===== src/rtl/coarse_tune_pkg.sv =====
// coarse_tune_pkg
// Shared definitions for the coarse DCO tuning controller: FSM state
// encoding, default timing/width parameters and the coarse code width.
package coarse_tune_pkg;

  // Default parameter values used by coarse_tune_ctrl.
  localparam int unsigned WIN_CYCLES_DEF    = 256;
  localparam int unsigned SETTLE_CYCLES_DEF = 16;
  localparam int unsigned CNT_W_DEF         = 10;

  // The DCO coarse control code is 7 bits wide.
  localparam int unsigned COARSE_W = 7;

  // FSM state encoding.
  typedef logic [2:0] state_t;
  localparam state_t ST_IDLE    = 3'd0;
  localparam state_t ST_SETTLE  = 3'd1;
  localparam state_t ST_MEASURE = 3'd2;
  localparam state_t ST_DECIDE  = 3'd3;
  localparam state_t ST_DONE    = 3'd4;

  // Code loaded when a run starts: only the MSB set, the first trial.
  localparam logic [COARSE_W-1:0] FIRST_TRIAL = 7'b1000000;

endpackage


===== src/rtl/coarse_tune_ctrl_edge_sync.sv =====
// edge_sync
// Brings the asynchronous DCO output into the ref_clk domain through a
// 2-flop synchronizer and produces a registered one-cycle pulse per rising
// edge.
// Ports:
//   clk_i   - ref_clk
//   rst_ni  - asynchronous active-low reset
//   async_i - asynchronous input (dco_out)
//   rise_o  - one-cycle pulse per synchronized rising edge
module edge_sync (
  input  logic clk_i,
  input  logic rst_ni,
  input  logic async_i,
  output logic rise_o
);

  logic meta_q;
  logic sync_q;
  logic prev_q;
  logic rise_q;

  // Synchronizer chain, previous-value flop and registered edge pulse.
  always_ff @(posedge clk_i or negedge rst_ni) begin
    if (!rst_ni) begin
      meta_q <= 1'b0;
      sync_q <= 1'b0;
      prev_q <= 1'b0;
      rise_q <= 1'b0;
    end else begin
      meta_q <= async_i;
      sync_q <= meta_q;
      prev_q <= sync_q;
      rise_q <= sync_q & ~prev_q;
    end
  end

  assign rise_o = rise_q;

endmodule


===== src/rtl/coarse_tune_ctrl.sv =====
// coarse_tune_ctrl
// Successive-approximation search of the 7-bit DCO coarse code. For each
// bit (MSB first) the trial code is applied, the DCO is allowed to settle,
// its rising edges are counted over a fixed window and the bit is dropped
// when the count exceeds the target.
// Ports:
//   ref_clk      - sole clock
//   reset_       - asynchronous active-low reset
//   dco_out      - DCO output, asynchronous to ref_clk
//   start        - one-cycle pulse starting a run (ignored while busy)
//   target_count - desired edges per window, captured on accepted start
//   coarse       - DCO coarse code
//   busy         - high while a run is in progress
//   done         - one-cycle pulse at run completion
//   meas_count   - edge count of the most recent completed window
module coarse_tune_ctrl
  import coarse_tune_pkg::*;
#(
  parameter int unsigned WIN_CYCLES    = WIN_CYCLES_DEF,
  parameter int unsigned SETTLE_CYCLES = SETTLE_CYCLES_DEF,
  parameter int unsigned CNT_W         = CNT_W_DEF
) (
  input  logic                ref_clk,
  input  logic                reset_,
  input  logic                dco_out,
  input  logic                start,
  input  logic [CNT_W-1:0]    target_count,
  output logic [COARSE_W-1:0] coarse,
  output logic                busy,
  output logic                done,
  output logic [CNT_W-1:0]    meas_count
);

  // One timer serves both SETTLE and MEASURE, so size it for the longer.
  localparam int unsigned TMR_MAX = (WIN_CYCLES > SETTLE_CYCLES) ? WIN_CYCLES : SETTLE_CYCLES;
  localparam int unsigned TMR_W   = $clog2(TMR_MAX + 1);
  localparam logic [TMR_W-1:0] SET_LAST = TMR_W'(SETTLE_CYCLES - 1);
  localparam logic [TMR_W-1:0] WIN_LAST = TMR_W'(WIN_CYCLES - 1);
  localparam logic [CNT_W-1:0] CNT_MAX  = {CNT_W{1'b1}};

  state_t               state_q,  state_d;
  logic [COARSE_W-1:0]  coarse_q, coarse_d;
  logic [2:0]           idx_q,    idx_d;
  logic                 busy_q,   busy_d;
  logic                 done_q,   done_d;
  logic [CNT_W-1:0]     meas_q,   meas_d;
  logic [CNT_W-1:0]     target_q, target_d;
  logic [CNT_W-1:0]     cnt_q,    cnt_d;
  logic [TMR_W-1:0]     tmr_q,    tmr_d;
  logic                 rise_s;

  edge_sync u_edge_sync (
    .clk_i   (ref_clk),
    .rst_ni  (reset_),
    .async_i (dco_out),
    .rise_o  (rise_s)
  );

  // Next-state logic for the search FSM and its datapath.
  always_comb begin
    state_d  = state_q;
    coarse_d = coarse_q;
    idx_d    = idx_q;
    busy_d   = busy_q;
    done_d   = 1'b0;
    meas_d   = meas_q;
    target_d = target_q;
    cnt_d    = cnt_q;
    tmr_d    = tmr_q;
    case (state_q)
      ST_IDLE: begin
        if (start) begin
          target_d = target_count;
          coarse_d = FIRST_TRIAL;
          idx_d    = 3'd6;
          tmr_d    = '0;
          busy_d   = 1'b1;
          state_d  = ST_SETTLE;
        end else begin
          state_d  = ST_IDLE;
        end
      end
      ST_SETTLE: begin
        // Edges seen while settling are discarded by clearing on exit.
        if (tmr_q == SET_LAST) begin
          tmr_d   = '0;
          cnt_d   = '0;
          state_d = ST_MEASURE;
        end else begin
          tmr_d   = tmr_q + TMR_W'(1);
        end
      end
      ST_MEASURE: begin
        if (rise_s && (cnt_q != CNT_MAX)) begin
          cnt_d = cnt_q + CNT_W'(1);
        end else begin
          cnt_d = cnt_q;
        end
        if (tmr_q == WIN_LAST) begin
          tmr_d   = '0;
          state_d = ST_DECIDE;
        end else begin
          tmr_d   = tmr_q + TMR_W'(1);
        end
      end
      ST_DECIDE: begin
        meas_d = cnt_q;
        // A DCO running fast means the trial bit overshoots; equality keeps it.
        if (cnt_q > target_q) begin
          coarse_d[idx_q] = 1'b0;
        end else begin
          coarse_d[idx_q] = coarse_q[idx_q];
        end
        if (idx_q != 3'd0) begin
          coarse_d[idx_q - 3'd1] = 1'b1;
          idx_d   = idx_q - 3'd1;
          state_d = ST_SETTLE;
        end else begin
          done_d  = 1'b1;
          state_d = ST_DONE;
        end
      end
      ST_DONE: begin
        busy_d  = 1'b0;
        state_d = ST_IDLE;
      end
      default: begin
        busy_d  = 1'b0;
        state_d = ST_IDLE;
      end
    endcase
  end

  // State and datapath registers.
  always_ff @(posedge ref_clk or negedge reset_) begin
    if (!reset_) begin
      state_q  <= ST_IDLE;
      coarse_q <= '0;
      idx_q    <= 3'd0;
      busy_q   <= 1'b0;
      done_q   <= 1'b0;
      meas_q   <= '0;
      target_q <= '0;
      cnt_q    <= '0;
      tmr_q    <= '0;
    end else begin
      state_q  <= state_d;
      coarse_q <= coarse_d;
      idx_q    <= idx_d;
      busy_q   <= busy_d;
      done_q   <= done_d;
      meas_q   <= meas_d;
      target_q <= target_d;
      cnt_q    <= cnt_d;
      tmr_q    <= tmr_d;
    end
  end

  assign coarse     = coarse_q;
  assign busy       = busy_q;
  assign done       = done_q;
  assign meas_count = meas_q;

endmodule


===== config.mk =====
export PLATFORM = sky130hd
export DESIGN_NAME = coarse_tune_ctrl
export DESIGN_NICKNAME = d
export VERILOG_FILES = /design/src/rtl/coarse_tune_pkg.sv /design/src/rtl/coarse_tune_ctrl_edge_sync.sv /design/src/rtl/coarse_tune_ctrl.sv
export SDC_FILE = /design/constraint.sdc
export NUM_CORES = 1
export LEC_CHECK = 0
export CORE_AREA = 2 2 115 94
export DETAILED_ROUTE_END_ITERATION = 8
export DIE_AREA = 0 0 117 96
export PLACE_DENSITY_LB_ADDON = 0.12
export SLEW_MARGIN = 20
export SYNTH_ARGS = -nofsm -noshare
export SYNTH_HDL_FRONTEND = slang
export SYNTH_SLANG_ARGS = --single-unit
export TNS_END_PERCENT = 30

===== constraint.sdc =====
create_clock -name ref_clk -period 5.7 [get_ports ref_clk]
set_input_delay 0.57 -clock ref_clk [delete_from_list [all_inputs] [get_ports ref_clk]]
set_output_delay 0.57 -clock ref_clk [all_outputs]
set_load 0.02 [all_outputs]

# --- Word-level counts from Yosys, hierarchy flattened ---
# Cells that the tools add are included.
word_totals:
  elab_cells: 85
  regBits: 58
classes:
  n_lt_le_gt_ge: 5
  bitwise_logic: 6
  n_reduce_logical: 16
  add_sub_neg: 3
  n_eq_ne: 11
  mux: 31
ops:
  columns: ["op", "n"]
  rows:
  - ["$mux 7", 4]
  - ["$mux 9", 3]
  - ["$pmux 9 s3", 1]
  - ["$mux 10", 2]
  - ["$pmux 10 s2", 1]
  - ["$mux 3", 5]
  - ["$pmux 7 s2", 1]
  - ["$pmux 3 s4", 1]
  - ["$add 10x1->10 const B", 1]
  - ["$gt 10x10->1", 1]
  - ["$ne 10x10->1 const B", 1]
  - ["$ne 2x2->1 const B", 5]
  - ["$reduce_and 2->1", 5]
  - ["$add 9x1->9 const B", 1]
  - ["$eq 9x4->1 const B", 1]
  - ["$eq 9x8->1 const B", 1]
  - ["$lt 3x4->1 const B", 2]
  - ["$and 7x7->7", 1]
  - ["$bwmux 7", 1]
  - ["$mux 1", 7]
  - ["$not 7->7", 1]
  - ["$or 7x7->7", 1]
  - ["$demux 1 s3", 2]
  - ["$eq 3x2->1 const B", 2]
  - ["14 further kinds", 21]

# --- Depth between registers and ports, before layout ---
depth:
  depth_word: 11
  depth_mapped: 10
  ltp_nobuf: 10

# --- Hierarchy ---
# A second synthesis with hierarchy kept.
hier_totals:
  hier_cells: 322
  area_unflattened_um2: 3021.6
by_module_without_submodules:
  columns: ["mod", "seq_area_each_um2", "cells_each", "n_inst", "area_per_inst_um2"]
  rows:
  - ["coarse_tune_ctrl", 1351.3, 317, 1, 2907.8]
  - ["edge_sync", 100.1, 5, 1, 113.9]

# --- Least setup slack after synthesis ---
# OpenSTA, ideal clock, no wires.
synth_timing:
  kind: "flip-flop to flip-flop"
  start: "register tmr_q[0]"
  end: "register tmr_q[3]"
  t_arrival_ps: 1946
  path_stages_with_launch: 11
  path_buffers: 1
  setup_slack_ps: 3650
  period_less_slack_ps: 2050
  required_time_ps: 5596
  path_cell_list: "dfrtp_1 ha_1 and3_1 and3_1 nand3_1 inv_1 ha_1 o22ai_2 nand2b_1 buf_4 o311ai_1"
synth_via:
  elab_chain_cells: 3
  word_cells_on_any_way: 6
  cone_classes: "add/sub (1); eq/ne (2); mux (3)"
synth_lines:
  columns: ["item", "line", "rtl"]
  rows:
  - ["from (decl)", "coarse_tune_ctrl.sv:49", "logic [TMR_W-1:0] tmr_q, tmr_d;"]
  - ["from (signal assigned)", "coarse_tune_ctrl.sv:155", "tmr_q <= tmr_d;"]
  - ["$add 9x1->9 (tied with other cells)", "coarse_tune_ctrl.sv:90, coarse_tune_ctrl.sv:103", null]
  - ["$mux 9 (on tied branches)", "coarse_tune_ctrl.sv:99, coarse_tune_ctrl.sv:85", null]
  - ["$pmux 9 s3 (*)", "coarse_tune_ctrl.sv:70", "case (state_q)"]
# Every way passes the cells marked *; elsewhere a longest branch is shown, timed or not.
# A chain may end at the register's enable or synchronous reset.

# --- Final worst setup path ---
# Same ends and word-level chain as after synthesis.

==> impl_results.md <==
- Post-CTS Resized: 0
- Clk_lat worst skew: 0.33 ns
- Via density: 4.63
- Hold Crit Endpoint: u_edge_sync.sync_q
- Reg clk slew, reported paths: 0.05 ns
- Final TNS setup: 0 ns
- LEAKAGE: 1.66 nW
- Crit path DAT: 2.58 ns
- Worst Reg-to-Reg Cells: 9
- Largest net degree at the start of global routing: 59
- Relative slew slack: 31.9%
- CTS buffer count: 9
- # hold bufs at CTS: 0
- Worst Path Buf+Inv: 1
- Syn Area/Cell: 9.67 µm²
- Site Rows: 33
- Crit Path Class: register to register
- Routed length on met3: 268 µm
- Initial Util: 29.4%
- CP cell instances: ha_1, and3_1, and3_1, nand3_1, inv_1, ha_1, o22ai_2, nand2b_1, o311ai_1
- Final setup vio count: 0
- Tmin final: 2.36 ns
- Avg WL per Cell: 13.7 µm
- Critical path's largest stage delay: 0.40 ns
- Worst path slowest cell: dfrtp_1
- CTS tree: done
- Via count: 2,257
- RSZ-0062 raised after global routing: no
- H-tree levels: 3
- Reg2Reg Setup Slack: 3.34 ns
- Final ANT Viol Nets: 0
- Max-cap violation count: 0
- Seq/Total Area, Yosys: 48.9%
- Nets@finish: 372
- Diode count: 0
- Hold WC Path Type: register to register
- Total track usage: 13.1%
- P&R area growth vs syn: 24.4%
- Hold Path Cell Cnt: 0
- CTS root buf: clkbuf_16
- Share of post-route cells with drive strength above 1: 9.22%
- Clk buf depth: 2
- Asr flop ratio synth: 100%
- Initial DRC count: 129
- Critical Path End Type: register
- Max-slew violations: 0
- Post-Synthesis Cells: 307
- Vias in the first global route: 2,271
- Die width: 117 µm
- Worst-margin pin slew: 1.02 ns
- Critical register-to-register path endpoint: tmr_q[3]
- Die area: 11,200 µm²
- WL met1: 3590 µm
- Final Non-Filler Cells: 487
- Fin. Hold Viols: 0
- Worst Clk Skew: 0.00893 ns
- # DRC: 0
- Initial antenna violation count: 0
- Crit start category: register
- Met2 routed WL: 2710 µm
- Placed Cells: 471
- Post-Syn Nets: 337
- First-pass DRT Iterations: 4
- Hold_sp: u_edge_sync.meta_q
- EDFF count, synth: 0
- Uppermost layer routed: met4
- Port Buffer Count: 32
- Tcrit/Tclk final: 41.3%
- Synth cell types: 54
- Fillers: 1,062
- IO Pins: 33
- Max Fclk: 425 MHz
- Vertical die dimension: 96 µm
- Worst VDD drop: 0.117 mV
- CP delay by family, top: simple AND/OR/NAND/NOR gates
- Number of synthesis warnings: 0
- Worst R2R Start: tmr_q[0]
- Total core area: 10,100 µm²
- Required @ worst endpoint: 5.92 ns
- First-pass GRT wire length: 11,200 µm
- Setup bufs post-CTS: 0
- Seq cells post-synth: 58
- GPL Wtd Cong: 0.773
- Power per cell area: 285 nW/µm²
- Clock Sinks: 58
- GRT overflow: 0
- HPWL after DPL: 4610 µm
- Mapped Area: 2970 µm²
- Synth Flop Type: dfrtp_1
- Drt total wl: 6680 µm
- Most frequent cells in the layout: nand2_1 (58), dfrtp_1 (58), clkdlybuf4s50_1 (31)
- Run status: finished clean
- CP max FO: 8
metrics by stage:
step | total power [W] | cell area (µm²) | util, % | hold slack [ns] | setup slack (ns)
2_1_floorplan | 0.000500 | 2970 | - | 0.274 | 3.65
3_3_place_gp | 0.000538 | 3410 | 33.7 | 0.332 | 3.30
3_5_place_dp | 0.000539 | 3410 | 33.7 | 0.335 | 3.30
4_1_cts | 0.00108 | 3690 | 36.5 | 0.346 | 3.33
5_1_grt | 0.00111 | 3690 | 36.5 | 0.356 | 3.16
6_report | 0.00105 | 3690 | 36.5 | 0.345 | 3.34
report_power, final:
| group | switching (W) | total [W] | leakage, nW | internal, W |
|---|---|---|---|---|
| clock | 0.000187 | 0.000522 | 0.142 | 0.000335 |
| combinational | 0.0000427 | 0.0000785 | 0.782 | 0.0000358 |
| sequential | 0.0000222 | 0.000453 | 0.739 | 0.000431 |
layer usage:
layer / vias up / global-route usage, %
met4: 0 / 5.49
met2: 34 / 18.3
met3: 7 / 3.97
met5: - / 0
met1: 1061 / 18.6
li1: 1155 / -
cell type report:
type                       count  area, µm²  area share [%]
multi-input combinational    218       1370            37.1
tap                          140        175            4.74
timing repair buffer          34        330            8.94
clock buffer                  10        229            6.20
sequential                    58       1450            39.3
inverter                      21       78.8            2.13
clock inverter                 6       57.6            1.56
synthesized netlist by cell type, types with 3 or more instances:
master,n,area share [%]
nand3_1,9,1.5
a21oi_1,10,1.7
nand2b_1,6,1.3
inv_1,21,2.7
a41oi_1,3,0.89
and2_1,4,0.84
o21ai_0,18,3.0
nand2_1,58,7.3
a22oi_1,4,1.0
nand4_1,4,0.84
dfrtp_1,58,49
a31oi_1,6,1.3
ha_1,16,6.7
clkbuf_1,3,0.38
nor3_1,6,1.0
xnor2_1,5,1.5
buf_6,3,1.1
nor2_1,16,2.0
o21ai_1,6,1.0
o31ai_1,5,1.3
and3_1,6,1.3
state kept, by name (all words and copies together) (netlist names):
signal              cells
busy                    1
u_edge_sync.rise_o      1
coarse                  7
tmr_q                   9
u_edge_sync.sync_q      1
meas_count             10
cnt_q                  10
u_edge_sync.meta_q      1
u_edge_sync.prev_q      1
state_q                 3
done                    1
target_q               10
idx_q                   3
kinds of logic (layout without fill, tap and decap cells):
logic type | Yosys count | in the layout | share of synthesized area (%)
AND/OR/NAND/NOR | 127 | 127 | 22.3
AO/OA/AOI/OAI | 68 | 68 | 15.0
flip-flops | 58 | 58 | 48.9
buffers and inverters | 31 | 71 | 4.93
adder cells (fa/ha/maj) | 16 | 16 | 6.74
XOR/XNOR | 5 | 5 | 1.47
multiplexers | 2 | 2 | 0.716
how the worst max path moves through the flow:
stage / from / end / slack [ns] / cells past startpoint
finish: tmr_q[0] / tmr_q[3] / 3.34 / 9
global route: tmr_q[0] / tmr_q[3] / 3.16 / 9
CTS: tmr_q[0] / tmr_q[3] / 3.33 / 9
detailed placement: start / target_q[0] / 3.30 / 5
global placement: start / target_q[0] / 3.30 / 5
floorplan: tmr_q[0] / tmr_q[3] / 3.65 / 10
(Power assumes the default switching activity.)
